<file path="src/rtl/mixer_seq_pkg.sv">
// Shared types for the mixer power sequencer: FSM states, sequence directions,
// step indices and the fixed up/down write table.
package mixer_seq_pkg;

  typedef enum logic [2:0] {
    S_IDLE,
    S_WRITE,
    S_SETTLE,
    S_FIN,
    S_ABORT
  } seq_state_e;

  typedef enum logic [1:0] {
    W_IDLE,
    W_REQ,
    W_WAIT
  } wr_state_e;

  typedef enum logic {
    DIR_UP   = 1'b0,
    DIR_DOWN = 1'b1
  } dir_e;

  typedef enum logic [1:0] {
    REG_PD,
    REG_OTA,
    REG_BUFF
  } reg_sel_e;

  typedef logic [1:0] step_t;

  localparam step_t STEP_FIRST  = 2'd0;
  localparam step_t STEP_SECOND = 2'd1;
  localparam step_t STEP_LAST   = 2'd2;

  typedef struct packed {
    reg_sel_e   sel;
    logic [1:0] code;
  } seq_entry_t;

  // Register and data code written at a given step; addresses are resolved by the top.
  function automatic seq_entry_t seq_lookup(input dir_e dir, input step_t step,
                                            input logic [1:0] buff);
    seq_entry_t e;
    e = '{REG_PD, 2'd0};
    if (dir == DIR_UP) begin
      case (step)
        STEP_FIRST:  e = '{REG_PD, 2'd0};
        STEP_SECOND: e = '{REG_OTA, 2'd1};
        default:     e = '{REG_BUFF, buff};
      endcase
    end else begin
      case (step)
        STEP_FIRST:  e = '{REG_BUFF, 2'd0};
        STEP_SECOND: e = '{REG_OTA, 2'd0};
        default:     e = '{REG_PD, 2'd1};
      endcase
    end
    return e;
  endfunction

endpackage

</file>
<file path="src/rtl/mixer_seq_if.sv">
// Write-only register bus between the sequencer (master) and the mixer register block (slave).
interface mixer_seq_if #(
  parameter int ADDR_W = 2,
  parameter int DATA_W = 32
);

  logic              valid;
  logic [ADDR_W-1:0] address;
  logic [DATA_W-1:0] wdata;
  logic              wstrb;
  logic              ready;

  modport master (
    output valid,
    output address,
    output wdata,
    output wstrb,
    input  ready
  );

  modport slave (
    input  valid,
    input  address,
    input  wdata,
    input  wstrb,
    output ready
  );

endinterface

</file>
<file path="src/rtl/mixer_seq_wr.sv">
// Single-write engine: issues one bus write on start, holds it until ready,
// and gives up after TIMEOUT cycles of valid without ready.
module mixer_seq_wr
  import mixer_seq_pkg::*;
#(
  parameter int ADDR_W  = 2,
  parameter int DATA_W  = 32,
  parameter int TIMEOUT = 8
) (
  input  logic              clk,
  input  logic              rst,
  input  logic              start,
  input  logic [ADDR_W-1:0] addr,
  input  logic [1:0]        data,
  output logic              ok,
  output logic              timeout,
  mixer_seq_if.master       m
);

  localparam int CNT_W = $clog2(TIMEOUT + 1);

  wr_state_e        state;
  logic [CNT_W-1:0] cnt;

  // cnt holds the number of cycles valid has been high, including the current one.
  // The target registers ready, so it cannot answer in the first valid cycle (REQ).
  always_ff @(posedge clk or posedge rst) begin
    if (rst) begin
      state     <= W_IDLE;
      cnt       <= '0;
      ok        <= 1'b0;
      timeout   <= 1'b0;
      m.valid   <= 1'b0;
      m.address <= '0;
      m.wdata   <= '0;
      m.wstrb   <= 1'b0;
    end else begin
      ok      <= 1'b0;
      timeout <= 1'b0;
      case (state)
        W_IDLE: begin
          if (start) begin
            m.valid   <= 1'b1;
            m.wstrb   <= 1'b1;
            m.address <= addr;
            m.wdata   <= DATA_W'(data);
            cnt       <= CNT_W'(1);
            state     <= W_REQ;
          end
        end
        W_REQ: begin
          cnt   <= cnt + 1'b1;
          state <= W_WAIT;
        end
        W_WAIT: begin
          if (m.ready) begin
            m.valid <= 1'b0;
            m.wstrb <= 1'b0;
            ok      <= 1'b1;
            cnt     <= '0;
            state   <= W_IDLE;
          end else if (cnt == CNT_W'(TIMEOUT)) begin
            m.valid <= 1'b0;
            m.wstrb <= 1'b0;
            timeout <= 1'b1;
            cnt     <= '0;
            state   <= W_IDLE;
          end else begin
            cnt <= cnt + 1'b1;
          end
        end
        default: state <= W_IDLE;
      endcase
    end
  end

endmodule

</file>
<file path="src/rtl/mixer_seq.sv">
// Mixer power sequencer: walks the fixed up/down write tables through the
// write engine, inserting settle delays and reporting done/err/is_on.
module mixer_seq
  import mixer_seq_pkg::*;
#(
  parameter int              ADDR_W    = 2,
  parameter int              DATA_W    = 32,
  parameter logic [ADDR_W-1:0] ADDR_PD   = ADDR_W'(0),
  parameter logic [ADDR_W-1:0] ADDR_OTA  = ADDR_W'(1),
  parameter logic [ADDR_W-1:0] ADDR_BUFF = ADDR_W'(2),
  parameter int              T_PD      = 16,
  parameter int              T_OTA     = 16,
  parameter int              TIMEOUT   = 8
) (
  input  logic        clk,
  input  logic        rst,
  input  logic        cmd_up,
  input  logic        cmd_down,
  input  logic [1:0]  buff_cfg,
  output logic        busy,
  output logic        done,
  output logic        err,
  output logic        is_on,
  mixer_seq_if.master m
);

  localparam int T_MAX    = (T_PD > T_OTA) ? T_PD : T_OTA;
  localparam int SETTLE_W = ($clog2(T_MAX) > 0) ? $clog2(T_MAX) : 1;
  localparam logic [SETTLE_W-1:0] PD_LOAD  = SETTLE_W'(T_PD - 1);
  localparam logic [SETTLE_W-1:0] OTA_LOAD = SETTLE_W'(T_OTA - 1);

  seq_state_e          state;
  dir_e                dir;
  logic [1:0]          buff;
  step_t               step;
  logic [SETTLE_W-1:0] settle_cnt;
  logic                start;
  logic                wr_ok;
  logic                wr_timeout;
  seq_entry_t          entry;
  logic [ADDR_W-1:0]   step_addr;

  assign entry = seq_lookup(dir, step, buff);

  always_comb begin
    step_addr = ADDR_PD;
    case (entry.sel)
      REG_OTA:  step_addr = ADDR_OTA;
      REG_BUFF: step_addr = ADDR_BUFF;
      default:  step_addr = ADDR_PD;
    endcase
  end

  mixer_seq_wr #(
    .ADDR_W (ADDR_W),
    .DATA_W (DATA_W),
    .TIMEOUT(TIMEOUT)
  ) u_wr (
    .clk    (clk),
    .rst    (rst),
    .start  (start),
    .addr   (step_addr),
    .data   (entry.code),
    .ok     (wr_ok),
    .timeout(wr_timeout),
    .m      (m)
  );

  // start is raised together with the step/dir update so the engine latches the new table entry.
  always_ff @(posedge clk or posedge rst) begin
    if (rst) begin
      state      <= S_IDLE;
      dir        <= DIR_UP;
      buff       <= 2'd0;
      step       <= STEP_FIRST;
      settle_cnt <= '0;
      start      <= 1'b0;
      busy       <= 1'b0;
      done       <= 1'b0;
      err        <= 1'b0;
      is_on      <= 1'b0;
    end else begin
      start <= 1'b0;
      done  <= 1'b0;
      err   <= 1'b0;
      case (state)
        S_IDLE: begin
          if (cmd_up || cmd_down) begin
            dir   <= cmd_down ? DIR_DOWN : DIR_UP;
            if (!cmd_down) buff <= buff_cfg;
            step  <= STEP_FIRST;
            start <= 1'b1;
            busy  <= 1'b1;
            state <= S_WRITE;
          end
        end
        S_WRITE: begin
          if (wr_timeout) begin
            err   <= 1'b1;
            state <= S_ABORT;
          end else if (wr_ok) begin
            if (step == STEP_LAST) begin
              done  <= 1'b1;
              is_on <= (dir == DIR_UP);
              state <= S_FIN;
            end else begin
              step <= step + 2'd1;
              if (dir == DIR_UP) begin
                settle_cnt <= (step == STEP_FIRST) ? PD_LOAD : OTA_LOAD;
                state      <= S_SETTLE;
              end else begin
                start <= 1'b1;
              end
            end
          end
        end
        S_SETTLE: begin
          if (settle_cnt == '0) begin
            start <= 1'b1;
            state <= S_WRITE;
          end else begin
            settle_cnt <= settle_cnt - 1'b1;
          end
        end
        S_FIN, S_ABORT: begin
          busy  <= 1'b0;
          state <= S_IDLE;
        end
        default: state <= S_IDLE;
      endcase
    end
  end

endmodule

</file>
<file path="src/flat_wrapper.sv">
// flat-port wrapper written by rule: the top's interface ports become plain ports
module mixer_seq_flat import mixer_seq_pkg::*;
#(
  parameter int              ADDR_W    = 2,
  parameter int              DATA_W    = 32,
  parameter logic [ADDR_W-1:0] ADDR_PD   = ADDR_W'(0),
  parameter logic [ADDR_W-1:0] ADDR_OTA  = ADDR_W'(1),
  parameter logic [ADDR_W-1:0] ADDR_BUFF = ADDR_W'(2),
  parameter int              T_PD      = 16,
  parameter int              T_OTA     = 16,
  parameter int              TIMEOUT   = 8
)
  (clk, rst, cmd_up, cmd_down, buff_cfg, busy, done, err, is_on, m_valid, m_address, m_wdata, m_wstrb, m_ready);
  mixer_seq_if #(.ADDR_W(ADDR_W), .DATA_W(DATA_W)) m_i ();
  input  logic clk;
  input  logic rst;
  input  logic cmd_up;
  input  logic cmd_down;
  input  logic [1:0] buff_cfg;
  output logic busy;
  output logic done;
  output logic err;
  output logic is_on;
  output wire logic [$bits(m_i.valid)-1:0] m_valid;
  output wire logic [$bits(m_i.address)-1:0] m_address;
  output wire logic [$bits(m_i.wdata)-1:0] m_wdata;
  output wire logic [$bits(m_i.wstrb)-1:0] m_wstrb;
  input wire logic [$bits(m_i.ready)-1:0] m_ready;
  assign m_valid = m_i.valid;
  assign m_address = m_i.address;
  assign m_wdata = m_i.wdata;
  assign m_wstrb = m_i.wstrb;
  assign m_i.ready = m_ready;
  mixer_seq #(.ADDR_W(ADDR_W), .DATA_W(DATA_W), .ADDR_PD(ADDR_PD), .ADDR_OTA(ADDR_OTA), .ADDR_BUFF(ADDR_BUFF), .T_PD(T_PD), .T_OTA(T_OTA), .TIMEOUT(TIMEOUT)) u_core (.clk(clk), .rst(rst), .cmd_up(cmd_up), .cmd_down(cmd_down), .buff_cfg(buff_cfg), .busy(busy), .done(done), .err(err), .is_on(is_on), .m(m_i));
endmodule
</file>
<file path="config.mk">
export PLATFORM = sky130hd
export DESIGN_NAME = mixer_seq_flat
export DESIGN_NICKNAME = d
export VERILOG_FILES = /design/src/rtl/mixer_seq_pkg.sv /design/src/rtl/mixer_seq_if.sv /design/src/rtl/mixer_seq_wr.sv /design/src/rtl/mixer_seq.sv /design/src/flat_wrapper.sv
export SDC_FILE = /design/constraint.sdc
export NUM_CORES = 1
export LEC_CHECK = 0
export CAP_MARGIN = 20
export CELL_PAD_IN_SITES_DETAIL_PLACEMENT = 2
export CELL_PAD_IN_SITES_GLOBAL_PLACEMENT = 2
export CORE_UTILIZATION = 27
export DETAILED_ROUTE_END_ITERATION = 6
export GPL_ROUTABILITY_DRIVEN = 1
export PLACE_DENSITY_LB_ADDON = 0.1
export SLEW_MARGIN = 20
export SYNTH_ARGS = -nofsm -noshare
export SYNTH_HDL_FRONTEND = slang
export SYNTH_SLANG_ARGS = --single-unit
</file>
<file path="constraint.sdc">
create_clock -name clk -period 1.51 [get_ports clk]
set_clock_uncertainty 0.05 [all_clocks]
set_input_delay 0.302 -clock clk [delete_from_list [all_inputs] [get_ports clk]]
set_output_delay 0.302 -clock clk [all_outputs]
set_load 0.1 [all_outputs]
</file>
== Yosys cells after proc, flatten, opt, wreduce, memory -nomap -nowiden ==
Index checks and enable logic that the tools add are counted.

* Mux-type cells: 55
* Reduce and logical (&&, ||, !) cells: 22
* Add/subtract/negate cells: 3
* Bitwise gates (word level): 3
* Equality and inequality tests: 22

{| class="wikitable"
|+ Operators with widths
! cell !! count
|-
| $mux 4 || 9
|-
| $pmux 4 s2 || 3
|-
| $mux 1 || 22
|-
| $mux 3 || 6
|-
| $mux 2 || 7
|-
| $pmux 4 s3 || 1
|-
| $ne 2x2->1 const B || 5
|-
| $reduce_and 2->1 || 5
|-
| $pmux 3 s3 || 1
|-
| $pmux 2 s2 || 2
|-
| $reduce_and 4->1 || 2
|-
| $reduce_bool 2->1 || 4
|-
| $eq 2x1->1 const B || 3
|-
| $eq 2x2->1 const B || 3
|-
| $eq 3x2->1 const B || 2
|-
| $ne 2x1->1 const B || 3
|-
| $ne 3x3->1 const B || 2
|-
| $pmux 2 s3 || 1
|-
| $reduce_and 3->1 || 2
|-
| $reduce_and 6->1 || 1
|-
| $reduce_and 5->1 || 1
|-
| $add 4x1->4 const B || 1
|-
| $eq 4x4->1 const B || 1
|-
| $logic_not 2->1 || 2
|-
| 13 further kinds || 16
|}

* Logic and storage cells: 122
* Flip-flop bits (word level): 30
* Output and inout port bits: 40

== Longest topological paths before layout ==
* Depth in word-level cells: 5
* Mapped depth: 6
* Mapped depth without buffers: 6

== Cells and area by module ==
A second synthesis with hierarchy kept.

* Cells, all modules: 205
* Area total of the unflattened synthesis: 1938.1 µm²

{| class="wikitable"
|+ Modules (own cells, without submodules)
! module !! area an instance (µm²) !! times used !! sequential area each (µm²) !! cells an instance
|-
| mixer_seq_wr || 972.2 || 1 || 325.3 || 104
|-
| mixer_seq || 965.9 || 1 || 425.4 || 101
|}

== Worst setup path after synthesis ==
Ideal clock, no wire load.

* Path kind: register to output
* Start: reg u_core.u_wr.m.wstrb
* End: out m_wstrb
* Slack: -0.193 ns
* Arrival: 1.351 ns
* Required time: 1.158 ns
* Stages on the path, launching flop included: 2
* Cells stage by stage: dfrtp_1 > buf_4

{| class="wikitable"
|+ RTL lines
! element !! RTL line !! text
|-
| from (decl) || mixer_seq_if.sv:17 || <nowiki>output wstrb,</nowiki>
|-
| from (signal assigned) || mixer_seq_wr.sv:36 || <nowiki>m.wstrb <= 1'b0;</nowiki>
|-
| from (signal assigned) || mixer_seq_wr.sv:44 || <nowiki>m.wstrb <= 1'b1;</nowiki>
|-
| from (signal assigned) || mixer_seq_wr.sv:58 || <nowiki>m.wstrb <= 1'b0;</nowiki>
|-
| to (decl) || flat_wrapper.sv:27 || <nowiki>output wire logic [$bits(m_i.wstrb)-1:0] m_wstrb;</nowiki>
|}

No word-level cell between the ends.

== Final worst setup path ==
* Start: reg u_core.settle_cnt[0]
* End: reg u_core.settle_cnt[0]

* Word-level cells in the longest chain between the ends: 3
* Elaborated cells between the ends (all ways): 6

{| class="wikitable"
|+ Ends and longest elaborated chain
! element !! RTL line !! text
|-
| from (decl) || mixer_seq.sv:36 || <nowiki>logic [SETTLE_W-1:0] settle_cnt;</nowiki>
|-
| from (signal assigned) || mixer_seq.sv:109 || <nowiki>settle_cnt <= (step == STEP_FIRST) ? PD_LOAD : OTA_LOAD;</nowiki>
|-
| from (signal assigned) || mixer_seq.sv:122 || <nowiki>settle_cnt <= settle_cnt - 1'b1;</nowiki>
|-
| $sub 4x1->4 / $logic_not 4->1 (equally long branches) || mixer_seq.sv:122, mixer_seq.sv:118 ||
|-
| $mux 4 / $ne 2x2->1 (equally long branches) || -- ||
|-
| $pmux 4 s2 / $reduce_and 6->1 (equally long branches) || -- ||
|}

Several ways; a longest one is shown, not always the timed one. The select of a mux whose other input is x is not followed.
A chain may end at the register's enable or synchronous reset.

==> flow_metrics.env <==
export IMPL_antenna_found_initial=0
export IMPL_final_core_util_pct=42.23
export IMPL_peakVddDrop_mv=1.179
export IMPL_viasPerCell=4.503
export IMPL_min_path_type="in -> async"
export IMPL_drc=0
export IMPL_cts_tree="yes"
export IMPL_grt_max_degree=31
export IMPL_maxSlewViolCount=0
export IMPL_startpoint_type="flip-flop"
export IMPL_cts_max_level=2
export IMPL_hold_violations=0
export IMPL_ys_seq_elements=30
export IMPL_drive_above_1_share_pct=44.98
export IMPL_seqPwrFrac_pct=24.6
export IMPL_drtIter0Drc=29
export IMPL_violations="negative setup slack"
export IMPL_routed_top_layer="met4"
export IMPL_clockRootBuffer="clkbuf_8"
export IMPL_ys_types=46
export IMPL_grt_usage_pct=15.52
export IMPL_p_int_mw=2.919
export IMPL_critPathRequiredTime_ns=1.63
export IMPL_die_area_um2=7179
export IMPL_setup_ws_ns=-0.08744
export IMPL_antenna_cells=0
export IMPL_coreArea_um2=6495
export IMPL_synth_enable_flop_cells=0
export IMPL_synth_top_flop_cell="dfrtp_1"
export IMPL_dp_hpwl_um=3705
export IMPL_power_leakage_nw=1.290
export IMPL_wl_per_cell_um=16.07
export IMPL_portBuffers=16
export IMPL_max_freq_ghz=0.6260
export IMPL_r2r_cells=7
export IMPL_clock_sinks=30
export IMPL_setup_tns_final_ns=-0.4816
export IMPL_p_per_area_nw_per_um2=2010
export IMPL_synth_largest_area_cell="dfrtp_1"
export IMPL_clk_pin_slew_ns=0.07
export IMPL_synth_area_per_cell_um2=10.32
export IMPL_synth_top_area_share_pct=40.62
export IMPL_p_sw_share_pct=47.05
export IMPL_dr_wl_met3_um=126
export IMPL_fin_crit_ns=1.597
export IMPL_ys_warn_count=0
export IMPL_cts_hold_buf=0
export IMPL_endpoint_kind="flip-flop"
export IMPL_p_clk_share_pct=12.5
export IMPL_critPathKind="reg -> reg"
export IMPL_grt_overflow=0
export IMPL_final_nets=267
export IMPL_cts_buffers=5
export IMPL_clkLatencyLatePin_ns=0.28
export IMPL_final_setup_viol_count=9
export IMPL_die_h_um=84.73
export IMPL_syn_inst=179
export IMPL_critPathMaxFanout=4
export IMPL_finalWirelength_um=5239
export IMPL_holdWs_ns=0.3194
export IMPL_finalCritPeriodShare_pct=105.8
export IMPL_clk_path_buf_depth=2
export IMPL_grt_pass1_wl_um=8549
export IMPL_dr_pass1_iters=6
export IMPL_synth_seq_area_share_pct=40.62
export IMPL_worstSetupStartpoint="u_core.settle_cnt[0]"
export IMPL_grt_pass1_vias=1704
export IMPL_reg2reg_from="u_core.settle_cnt[0]"
export IMPL_rows=29
export IMPL_routabilityCongestion=0.7693
export IMPL_ys_top_cells_by_area="dfrtp_1 41%, buf_4 13%, ha_1 8.1%, nand2_1 2.8%, inv_1 2.4%"
export IMPL_worst_ep_arrival_time_ns=1.72
export IMPL_wl_met2_um=2925
export IMPL_r2r_slack_ns=-0.09
export IMPL_maxCapViolCount=0
export IMPL_vias=1468
export IMPL_die_w_um=84.73
export IMPL_io_pins=47
export IMPL_start_util_pct=28.45
export IMPL_rsz0062_at_grt="yes"
export IMPL_async_reset_ff_share_pct=100.0
export IMPL_status="finished, violations left"
export IMPL_pre_cts_ws_ns=-0.2108
export IMPL_combPwrFrac_pct=62.9
export IMPL_power_switching_mw=2.594
export IMPL_area_growth_pct=48.41
export IMPL_drt_met1_wl_um=2108
export IMPL_detail_route_antenna_nets=0
export IMPL_syn_area_um2=1848
==> layout by cell type (no fill, tap or decap), types with 5 or more instances in the layout <==
master and instances:
dfrtp_1 28, inv_2 6, buf_12 11, nor2_1 6
clkbuf_8 6, nand2_1 13, ha_4 5, inv_1 5
ha_1 6, clkdlybuf4s50_1 6, a21oi_1 5, buf_4 47
conb_1 30
==> sequential cells by signal (all words and copies together) (netlist names), 2 cells and up <==
name and flops:
u_core.step 2, u_core.u_wr.m.address 2, u_core.state 3, u_core.u_wr.m.wdata 2, u_core.settle_cnt 4, u_core.u_wr.cnt 4, u_core.buff 2, u_core.u_wr.state 2
==> cells by family after synthesis <==
| logic type | share of synthesized area [%] |
|---|---|
| and+or+nand+nor | 16.93 |
| muxes | 4.604 |
| AOI/OAI and AO/OA | 12.80 |
| DFF | 40.62 |
| adders and majority gates | 8.124 |
| other | 0.2029 |
| buffers and inverters | 16.72 |
==> power by group through the flow <==
stage	Clock [mW]	Combinational [mW]	Sequential, mW
2_1_floorplan	0	1.34	1.76
3_3_place_gp	0	2.72	1.29
3_5_place_dp	0	2.81	1.32
4_1_cts	0.725	3.09	1.34
5_1_grt	0.750	3.70	1.39
6_report	0.688	3.47	1.35
==> layer usage <==
layer,vias up,GRT usage (%)
li1,688,-
met1,744,16.91
met2,27,29.42
met3,9,3.343
met4,0,5.547
met5,-,0
==> cell type report <==
class                   count  area, um2
fillers                   678       3752
multi-input cells         131       1075
flip-flops and latches     30      753.2
repair buffers             68      678.2
well taps                  77      96.34
clock buffers               7      86.33
inverters                  12      48.80
clock inverters             1      5.005
==> cell usage after synthesis (3+ instances only) <==
cell and instances:
nor2b_1 3, inv_1 12, nor3_1 3, nand3_1 3
mux2_2 4, nand2_1 14, buf_4 33, a21oi_1 6
dfrtp_1 30, o21ai_0 6, mux2i_1 4, nor2_1 8
ha_1 12
==> path summary, 6_finish.rpt <==
check,end
max in group asynchronous,u_core.u_wr.m.wstrb
min reg2reg,u_core.buff[1]
max,u_core.settle_cnt[0]
min in group clk,u_core.buff[1]
max reg2reg,u_core.settle_cnt[0]
min,u_core.u_wr.state[0]
==> stage by stage <==
stage / total power, mW / area (um2) / instances
floorplan: 3.098 / 1966 / 208
global placement: 4.010 / 2333 / 301
detailed placement: 4.128 / 2333 / 301
CTS: 5.159 / 2582 / 319
global route: 5.842 / 2743 / 326
finish: 5.512 / 2743 / 326
==> repair_timing <==
| item | in CTS | in global routing |
|---|---|---|
| pin swaps | 16 | 10 |
| resized for setup | 22 | 27 |
| hold endpoints to repair | 0 | 0 |
| setup endpoints to repair | 11 | 20 |
| setup buffers | 10 | 8 |
==> critical path, cell delays in order, from the launching register on <==
cell	delay, ns
dfrtp_1	0.39
inv_2	0.09
ha_4	0.13
nor3b_4	0.20
and2b_4	0.24
a21oi_4	0.19
buf_6	0.13
mux2i_1	0.06
(Power assumes the default switching activity.)
